## config.mk

```make
export PLATFORM = sky130hd
export DESIGN_NAME = hv_pwm_intb_encode_sched
export DESIGN_NICKNAME = d
export VERILOG_FILES = /design/src/rtl/hv_pwm_intb_pkg.sv /design/src/rtl/hv_pwm_intb_encode_sched_timer.sv /design/src/rtl/hv_pwm_intb_encode_sched.sv
export SDC_FILE = /design/constraint.sdc
export NUM_CORES = 1
export LEC_CHECK = 0
export BUFFER_PORTS_ARGS = -buffer_cell sky130_fd_sc_hd__buf_2
export CAP_MARGIN = 30
export CORE_MARGIN = 3
export CORE_UTILIZATION = 38
export DETAILED_ROUTE_END_ITERATION = 8
export PLACE_DENSITY = 0.67
export SYNTH_ARGS = -nofsm -noshare
export SYNTH_HDL_FRONTEND = slang
export SYNTH_HIERARCHICAL = 1
export SYNTH_SLANG_ARGS = --single-unit
```

## constraint.sdc

```tcl
create_clock -name i_clk -period 3.55 [get_ports i_clk]
set_clock_uncertainty 0.1 [all_clocks]
set_input_delay 0.5325 -clock i_clk [delete_from_list [all_inputs] [get_ports i_clk]]
set_output_delay 0.5325 -clock i_clk [all_outputs]
set_load 0.02 [all_outputs]
```

## src/rtl/hv_pwm_intb_pkg.sv

```systemverilog
// Shared constants and types for the HV-side pwm_intb_n burst encoder.
// The edge counts must match the LV-side decoder.
package hv_pwm_intb_pkg;

  localparam int INTB_ASSERT_EDGES   = 1;
  localparam int INTB_DEASSERT_EDGES = 3;

  localparam int DEF_TOGGLE_CYC  = 4;
  localparam int DEF_GAP_CYC     = 8;
  localparam int DEF_REFRESH_CYC = 64;

  typedef enum logic [1:0] {
    ST_IDLE = 2'd0,
    ST_EDGE = 2'd1,
    ST_GAP  = 2'd2
  } sched_state_t;

  // Level 0 (asserted) is one edge, level 1 (released) is three.
  function automatic logic [1:0] edges_for_level(input logic level);
    return level ? 2'(INTB_DEASSERT_EDGES) : 2'(INTB_ASSERT_EDGES);
  endfunction

endpackage

```

## src/rtl/hv_pwm_intb_encode_sched_timer.sv

```systemverilog
// Loadable down-counter with zero flag; times both edge holds and the
// post-burst gap. Counts down to zero and then rests there.
module pwm_intb_burst_timer
  import hv_pwm_intb_pkg::*;
#(
  parameter int W = 4
) (
  input  logic         clk,
  input  logic         rst,
  input  logic         load,
  input  logic [W-1:0] load_val,
  output logic [W-1:0] count,
  output logic         zero
);

  logic [W-1:0] count_r;

  // Load wins over decrement; the counter stalls at zero.
  always_ff @(posedge clk) begin
    if (rst) begin
      count_r <= '0;
    end else if (load) begin
      count_r <= load_val;
    end else if (count_r != '0) begin
      count_r <= count_r - W'(1);
    end else begin
      count_r <= count_r;
    end
  end

  assign count = count_r;
  assign zero  = (count_r == '0);

endmodule

```

## src/rtl/hv_pwm_intb_encode_sched.sv

```systemverilog
// HV-side scheduler: encodes the interrupt level as 1-edge / 3-edge bursts
// on pwm_intb_n, with a gap after each burst and periodic refresh.
module hv_pwm_intb_encode_sched
  import hv_pwm_intb_pkg::*;
#(
  parameter int TOGGLE_CYC  = DEF_TOGGLE_CYC,
  parameter int GAP_CYC     = DEF_GAP_CYC,
  parameter int REFRESH_CYC = DEF_REFRESH_CYC,
  parameter int TMR_W       = $clog2(((TOGGLE_CYC > GAP_CYC) ? TOGGLE_CYC : GAP_CYC) + 1),
  parameter int RFS_W       = (REFRESH_CYC > 0) ? $clog2(REFRESH_CYC + 1) : 1
) (
  input  logic i_clk,
  input  logic i_rst,
  input  logic i_en,
  input  logic i_intb_n,
  output logic o_pwm_intb_n,
  output logic o_busy,
  output logic o_sent_level,
  output logic o_burst_done,
  output logic o_refresh_pulse
);

  localparam logic [TMR_W-1:0] TOG_RELOAD = TMR_W'(TOGGLE_CYC - 1);
  localparam logic [TMR_W-1:0] GAP_RELOAD = TMR_W'(GAP_CYC - 1);
  localparam logic [RFS_W-1:0] RFS_LAST   = RFS_W'((REFRESH_CYC > 0) ? (REFRESH_CYC - 1) : 0);

  sched_state_t     state_r;
  sched_state_t     state_nxt;
  logic             chg_req;
  logic             rfs_exp;
  logic             start_burst;
  logic             start_level;
  logic             refresh_pulse;
  logic             timer_load;
  logic [TMR_W-1:0] timer_val;
  logic [TMR_W-1:0] timer_count;
  logic             timer_zero;
  logic [1:0]       remaining_r;
  logic             target_r;
  logic             line_r;
  logic             sent_level_r;
  logic             busy_r;
  logic             burst_done_r;
  logic [RFS_W-1:0] rfs_cnt_r;

  pwm_intb_burst_timer #(.W(TMR_W)) u_timer (
    .clk      (i_clk),
    .rst      (i_rst),
    .load     (timer_load),
    .load_val (timer_val),
    .count    (timer_count),
    .zero     (timer_zero)
  );

  // State register.
  always_ff @(posedge i_clk) begin
    if (i_rst) begin
      state_r <= ST_IDLE;
    end else begin
      state_r <= state_nxt;
    end
  end

  // Burst-start decode in IDLE; a change request masks a coincident refresh.
  always_comb begin
    chg_req = 1'b0;
    rfs_exp = 1'b0;
    if (state_r == ST_IDLE && i_en) begin
      chg_req = (i_intb_n != sent_level_r);
      rfs_exp = (REFRESH_CYC != 0) && (rfs_cnt_r == RFS_LAST);
    end else begin
      chg_req = 1'b0;
      rfs_exp = 1'b0;
    end
    start_burst   = chg_req | rfs_exp;
    start_level   = chg_req ? i_intb_n : sent_level_r;
    refresh_pulse = rfs_exp & ~chg_req;
  end

  // Next-state and timer reload selection.
  always_comb begin
    state_nxt  = state_r;
    timer_load = 1'b0;
    timer_val  = '0;
    case (state_r)
      ST_IDLE: begin
        if (start_burst) begin
          state_nxt  = ST_EDGE;
          timer_load = 1'b1;
          timer_val  = TOG_RELOAD;
        end else begin
          state_nxt = ST_IDLE;
        end
      end
      ST_EDGE: begin
        if (timer_zero) begin
          timer_load = 1'b1;
          if (remaining_r != 2'd0) begin
            timer_val = TOG_RELOAD;
          end else begin
            state_nxt = ST_GAP;
            timer_val = GAP_RELOAD;
          end
        end else begin
          state_nxt = ST_EDGE;
        end
      end
      ST_GAP: begin
        if (timer_zero) begin
          state_nxt = ST_IDLE;
        end else begin
          state_nxt = ST_GAP;
        end
      end
      default: begin
        state_nxt = ST_IDLE;
      end
    endcase
  end

  // Line, edge bookkeeping, sent level and status flags.
  always_ff @(posedge i_clk) begin
    if (i_rst) begin
      line_r       <= 1'b1;
      busy_r       <= 1'b0;
      sent_level_r <= 1'b1;
      target_r     <= 1'b1;
      remaining_r  <= 2'd0;
      burst_done_r <= 1'b0;
    end else begin
      case (state_r)
        ST_IDLE: begin
          if (start_burst) begin
            line_r      <= ~line_r;
            busy_r      <= 1'b1;
            target_r    <= start_level;
            remaining_r <= edges_for_level(start_level) - 2'd1;
          end else begin
            busy_r <= 1'b0;
          end
        end
        ST_EDGE: begin
          if (timer_zero && remaining_r != 2'd0) begin
            line_r      <= ~line_r;
            remaining_r <= remaining_r - 2'd1;
          end else begin
            remaining_r <= remaining_r;
          end
        end
        ST_GAP: begin
          if (timer_zero) begin
            sent_level_r <= target_r;
            busy_r       <= 1'b0;
          end else begin
            busy_r <= 1'b1;
          end
        end
        default: begin
          busy_r <= 1'b0;
        end
      endcase
      // Look one cycle ahead so the pulse lands on the final gap cycle.
      burst_done_r <= (state_r == ST_GAP) && (timer_count == TMR_W'(1));
    end
  end

  // Refresh idle counter: runs only while idle and enabled.
  always_ff @(posedge i_clk) begin
    if (i_rst) begin
      rfs_cnt_r <= '0;
    end else if (!i_en || start_burst || REFRESH_CYC == 0) begin
      rfs_cnt_r <= '0;
    end else if (state_r == ST_IDLE) begin
      rfs_cnt_r <= rfs_cnt_r + RFS_W'(1);
    end else begin
      rfs_cnt_r <= rfs_cnt_r;
    end
  end

  assign o_pwm_intb_n    = line_r;
  assign o_busy          = busy_r;
  assign o_sent_level    = sent_level_r;
  assign o_burst_done    = burst_done_r;
  assign o_refresh_pulse = refresh_pulse;

endmodule

```

==> flow_results.org <==
** Floorplanning
- In this run the count of I/O pins placed on the die edge is 9.
- For this configuration, the core starts out at a cell density of 0.4152.
- The region available for standard cell placement spans 2567 um2.
- In this run the vertical extent of the chip is 58.97 um.
- The die covers 3477 um2.
- Horizontal die dimension :: 58.97 um
- Row count :: 18

** Timing
- The worst path meets setup with 1.069 ns of slack.
- After routing, the total negative slack on setup checks comes to 0 ns.
- The smallest clock period supported by the final layout is computed as 2.481 ns.
- Count of endpoints failing hold in the final timing report :: 0
- Setup repair after global routing left no endpoint under its margin.
- At the pin with the least slew margin, the transition time is 0.7968 ns.
- The worst pin sits at a relative slew slack of 0.4668.
- Highest Clock Rate :: 403.1 MHz
- Number of slew-limit violations in the final report :: 0
- In the finished design, the share of the clock period the worst path needs comes to 0.6988.
- Final Setup Violations :: 0

** Power and ir drop
- Summed over all cells, the static leakage comes to 0.0004480 uW.
- Of the total power, the share spent switching nets is 0.3356.
- Clock group share of total power :: 0.198
- Worst ir drop on vdd :: between 0.3 and 0.4 mV
- Internal power comes to 432.9 uW.
- The share of total power dissipated in combinational logic is 0.358.
- Power per cell area :: 561.2 nW/um2
- The share of total power dissipated in sequential elements is 0.443.
- Reported net switching power :: 218.7 uW

** Logic synthesis
- Commonest register cell after synthesis :: sky130_fd_sc_hd__dfxtp_1
- When the netlist entered floorplanning its net count stood at 122.
- Average cell area after synthesis :: 9.190 um2
- In the synthesized netlist the async set-or-reset flop fraction comes to 0.
- Portion of synthesized cell area occupied by the leading cell type :: 0.3756
- Seq/Total Area, Yosys :: 0.3756
- Yosys mapped the design onto between 40 and 50 distinct sky130hd cell types.
- During synthesis, Yosys emitted a total of 6 warnings.
- The mapped netlist covers 1066 um2.
- Syn Inst Count :: 116
- Synthesized flop and latch total :: 20
- In this run, synthesis inferred 0 flip-flops with an integrated enable.
- In the post-synthesis netlist, the biggest area contributors are sky130_fd_sc_hd__dfxtp_1 38%, sky130_fd_sc_hd__xor2_1 4.9%, sky130_fd_sc_hd__nor2_2 3.5%.
- Library cell occupying the most area in the post-synthesis netlist :: sky130_fd_sc_hd__dfxtp_1

** Global route
- Highest-utilization routing layer at the global route stage :: met2
- Total track usage :: 0.1212
- Via count of the first global-routing pass :: 794
- Remaining Overflow, GRT :: 0
- Entering global routing, the biggest net connects 17 pins.
- Met2 track demand over resource in global routing :: 0.2161
- Global-route met3 utilization :: 0.04605
- Global-route track usage on met1 :: 0.1347
- First-pass GRT wire length :: 3.291 mm
- The number of antenna violations at the first check in global routing came to 0.

** Worst setup path
- Top fanout value on the critical path :: 11
- STA puts the critical path data arrival time at 1.85 ns.
- Endpoint required time on the critical path :: 2.92 ns
- The kind of cell with the highest combined delay along the critical path is simple AND/OR/NAND/NOR gates.
- Traced cell by cell, the critical path runs through nor2_1 -> nand2_1 -> nor3_1 -> buf_2.
- The worst setup path is launched from a flip-flop.
- Kind of end point of the critical path :: output port
- Critical path type :: reg -> out
- In this design, the stage delay of the slowest critical-path cell is roughly 0.66 ns.
- Buf+Inv Stages, Crit Path :: 1
- Among all stages on the critical path, the largest delay is contributed by sky130_fd_sc_hd__nor2_1.

** Drt
- # DRC :: 0
- ANT nets after route :: 0
- Post-Route WL :: 1.788 mm
- Dividing the detail-routed wire length by the instance count gives 11.61 um.
- Drt first pass iters :: 4
- First-iteration detailed-routing DRC count :: 15
- Vias/cell :: slightly above 5
- For this block, the via count after detailed routing is 794.

** Layout
- The number of antenna diodes in the final layout is 0.
- Fraction of layout cells with a size suffix above 1 :: 0.2419
- Compared with the post-synthesis result, the final layout area differs by 8.920%.
- End-of-flow core utilization :: 0.4522
- In the final design database the tool counted 131 nets.
- FILL cells :: 267
- The library cell used most frequently in the layout, excluding fill and tap cells, is sky130_fd_sc_hd__dfxtp_1.
- Leading cell types in the layout, fill and taps excluded :: 20 x sky130_fd_sc_hd__dfxtp_1, 9 x sky130_fd_sc_hd__nor2_1, 9 x sky130_fd_sc_hd__nand2_1

** Placement
- Prior to clock tree synthesis, the placed netlist has a worst setup slack of 1.379 ns.
- Final RePlAce weighted congestion :: around 0.8
- In this run the tool buffered the top-level ports with 8 buffer cells.
- Detailed placement ended at an HPWL of 1.394 mm.

** Clock network
- Source-to-sink clock delay at the later pin of the worst-skew pair :: 0.30 ns
- TritonCTS built the clock tree.
- The clock passes through at most 2 buffers.
- CTS placed an instance of sky130_fd_sc_hd__clkbuf_4 at the clock tree root.
- In this run the number of H-tree levels came out at 1.
- Postcts setup bufs :: 0
- Clock transition at the registers of the reported paths :: 0.11 ns
- CTS-repair resized insts :: 0
- Number of buffers inserted by hold repair at cts :: 0
- In this run, CTS created clock tree buffers numbering 3.
- For this design, the sink count on the clock tree is 20.

** Min path
- Hold Crit Class :: reg -> reg

** Job
- Max-cap check violation count :: 0

** Outcome
- The flow ran to the end, and the final reports show no timing, DRC or antenna violations.
worst paths after layout:
kind                            startpoint                       endpoint  slack [ns]  cells after the start
max reg2reg      rfs_cnt_r[0]$_SDFFE_PP0N_  u_timer/count[3]$_SDFFE_PP0P_        1.45                      7
max                state_r[1]$_SDFFE_PP0P_                o_refresh_pulse        1.07                      4
min reg2reg  u_timer/count[1]$_SDFFE_PP0P_        o_burst_done$_SDFF_PP0_        0.38                      1
min          u_timer/count[1]$_SDFFE_PP0P_        o_burst_done$_SDFF_PP0_        0.38                      1
metal layers:
layer / wire length, um / vias to the layer above
li1: - / 416
met1: 844 / 362
met2: 849 / 14
met3: 76 / 2
met4: 17 / 0
met5: 0 / -
cell usage after synthesis (all sizes together) (2+ instances only):
library cell and n:
dfxtp 20, nor2 15, nand2 9, inv 6, nand3 6, xor2 6, nor2b 4, nor3 4
buf 3, mux2i 3, nand2b 3, nand3b 3, xnor2 3, a21oi 2, a31oi 2, and2 2
ha 2, nand4 2, o22ai 2, o32ai 2
worst register-to-register path: stages, from the launching register on:
cell and delay (ns):
sky130_fd_sc_hd__dfxtp_1 0.35, sky130_fd_sc_hd__ha_1 0.24, sky130_fd_sc_hd__nor2b_1 0.16, sky130_fd_sc_hd__a31o_4 0.24, sky130_fd_sc_hd__nand3_1 0.12, sky130_fd_sc_hd__nand2_1 0.17
sky130_fd_sc_hd__or2_2 0.38, sky130_fd_sc_hd__o32ai_1 0.24
cells by family after synthesis:
logic type / Yosys count / share of synthesized area
buffers and inverters: 10 / 0.03872
adder cells (fa/ha/maj): 2 / 0.02347
AO/OA/AOI/OAI: 16 / 0.1514
multiplexers: 4 / 0.03873
XOR/XNOR: 9 / 0.07395
AND/OR/NAND/NOR: 54 / 0.2946
flip-flops: 20 / 0.3756
other: 1 / 0.003518
metrics by stage:
step                instances  hold slack [ns]  area (um2)  total power [uW]
floorplan                 116           0.3392        1066             485.4
global placement          150           0.3558        1125             517.4
detailed placement        150           0.3677        1125             525.0
CTS                       154           0.3850        1161             658.8
global route              154           0.4134        1161             694.5
finish                    154           0.3834        1161             651.6
registers in the layout, indices dropped and copies added, names as in the netlist, 2 cells and up:
| signal | flops |
|---|---|
| state_r | 2 |
| u_timer/count | 4 |
| remaining_r | 2 |
| rfs_cnt_r | 7 |
power groups by stage:
| stage | sequential (uW) | combinational, uW | clock (uW) |
|---|---|---|---|
| after detailed placement | 294 | 231 | 0 |
| final | 289 | 233 | 129 |
| after global routing | 294 | 256 | 145 |
| after global placement | 292 | 225 | 0 |
| after floorplan | 286 | 200 | 0 |
| after CTS | 289 | 232 | 138 |
final cells by class:
cell class | instances | area (um2) | area share
Inverter | 6 | 22.52 | 0.01940
Tap cell | 30 | 37.54 | 0.03233
Multi-Input combinational cell | 86 | 624.3 | 0.5377
Sequential cell | 20 | 400.4 | 0.3448
Timing Repair Buffer | 8 | 40.04 | 0.03448
Clock buffer | 4 | 36.28 | 0.03125
Note: power is estimated with default switching activity, not from simulation.
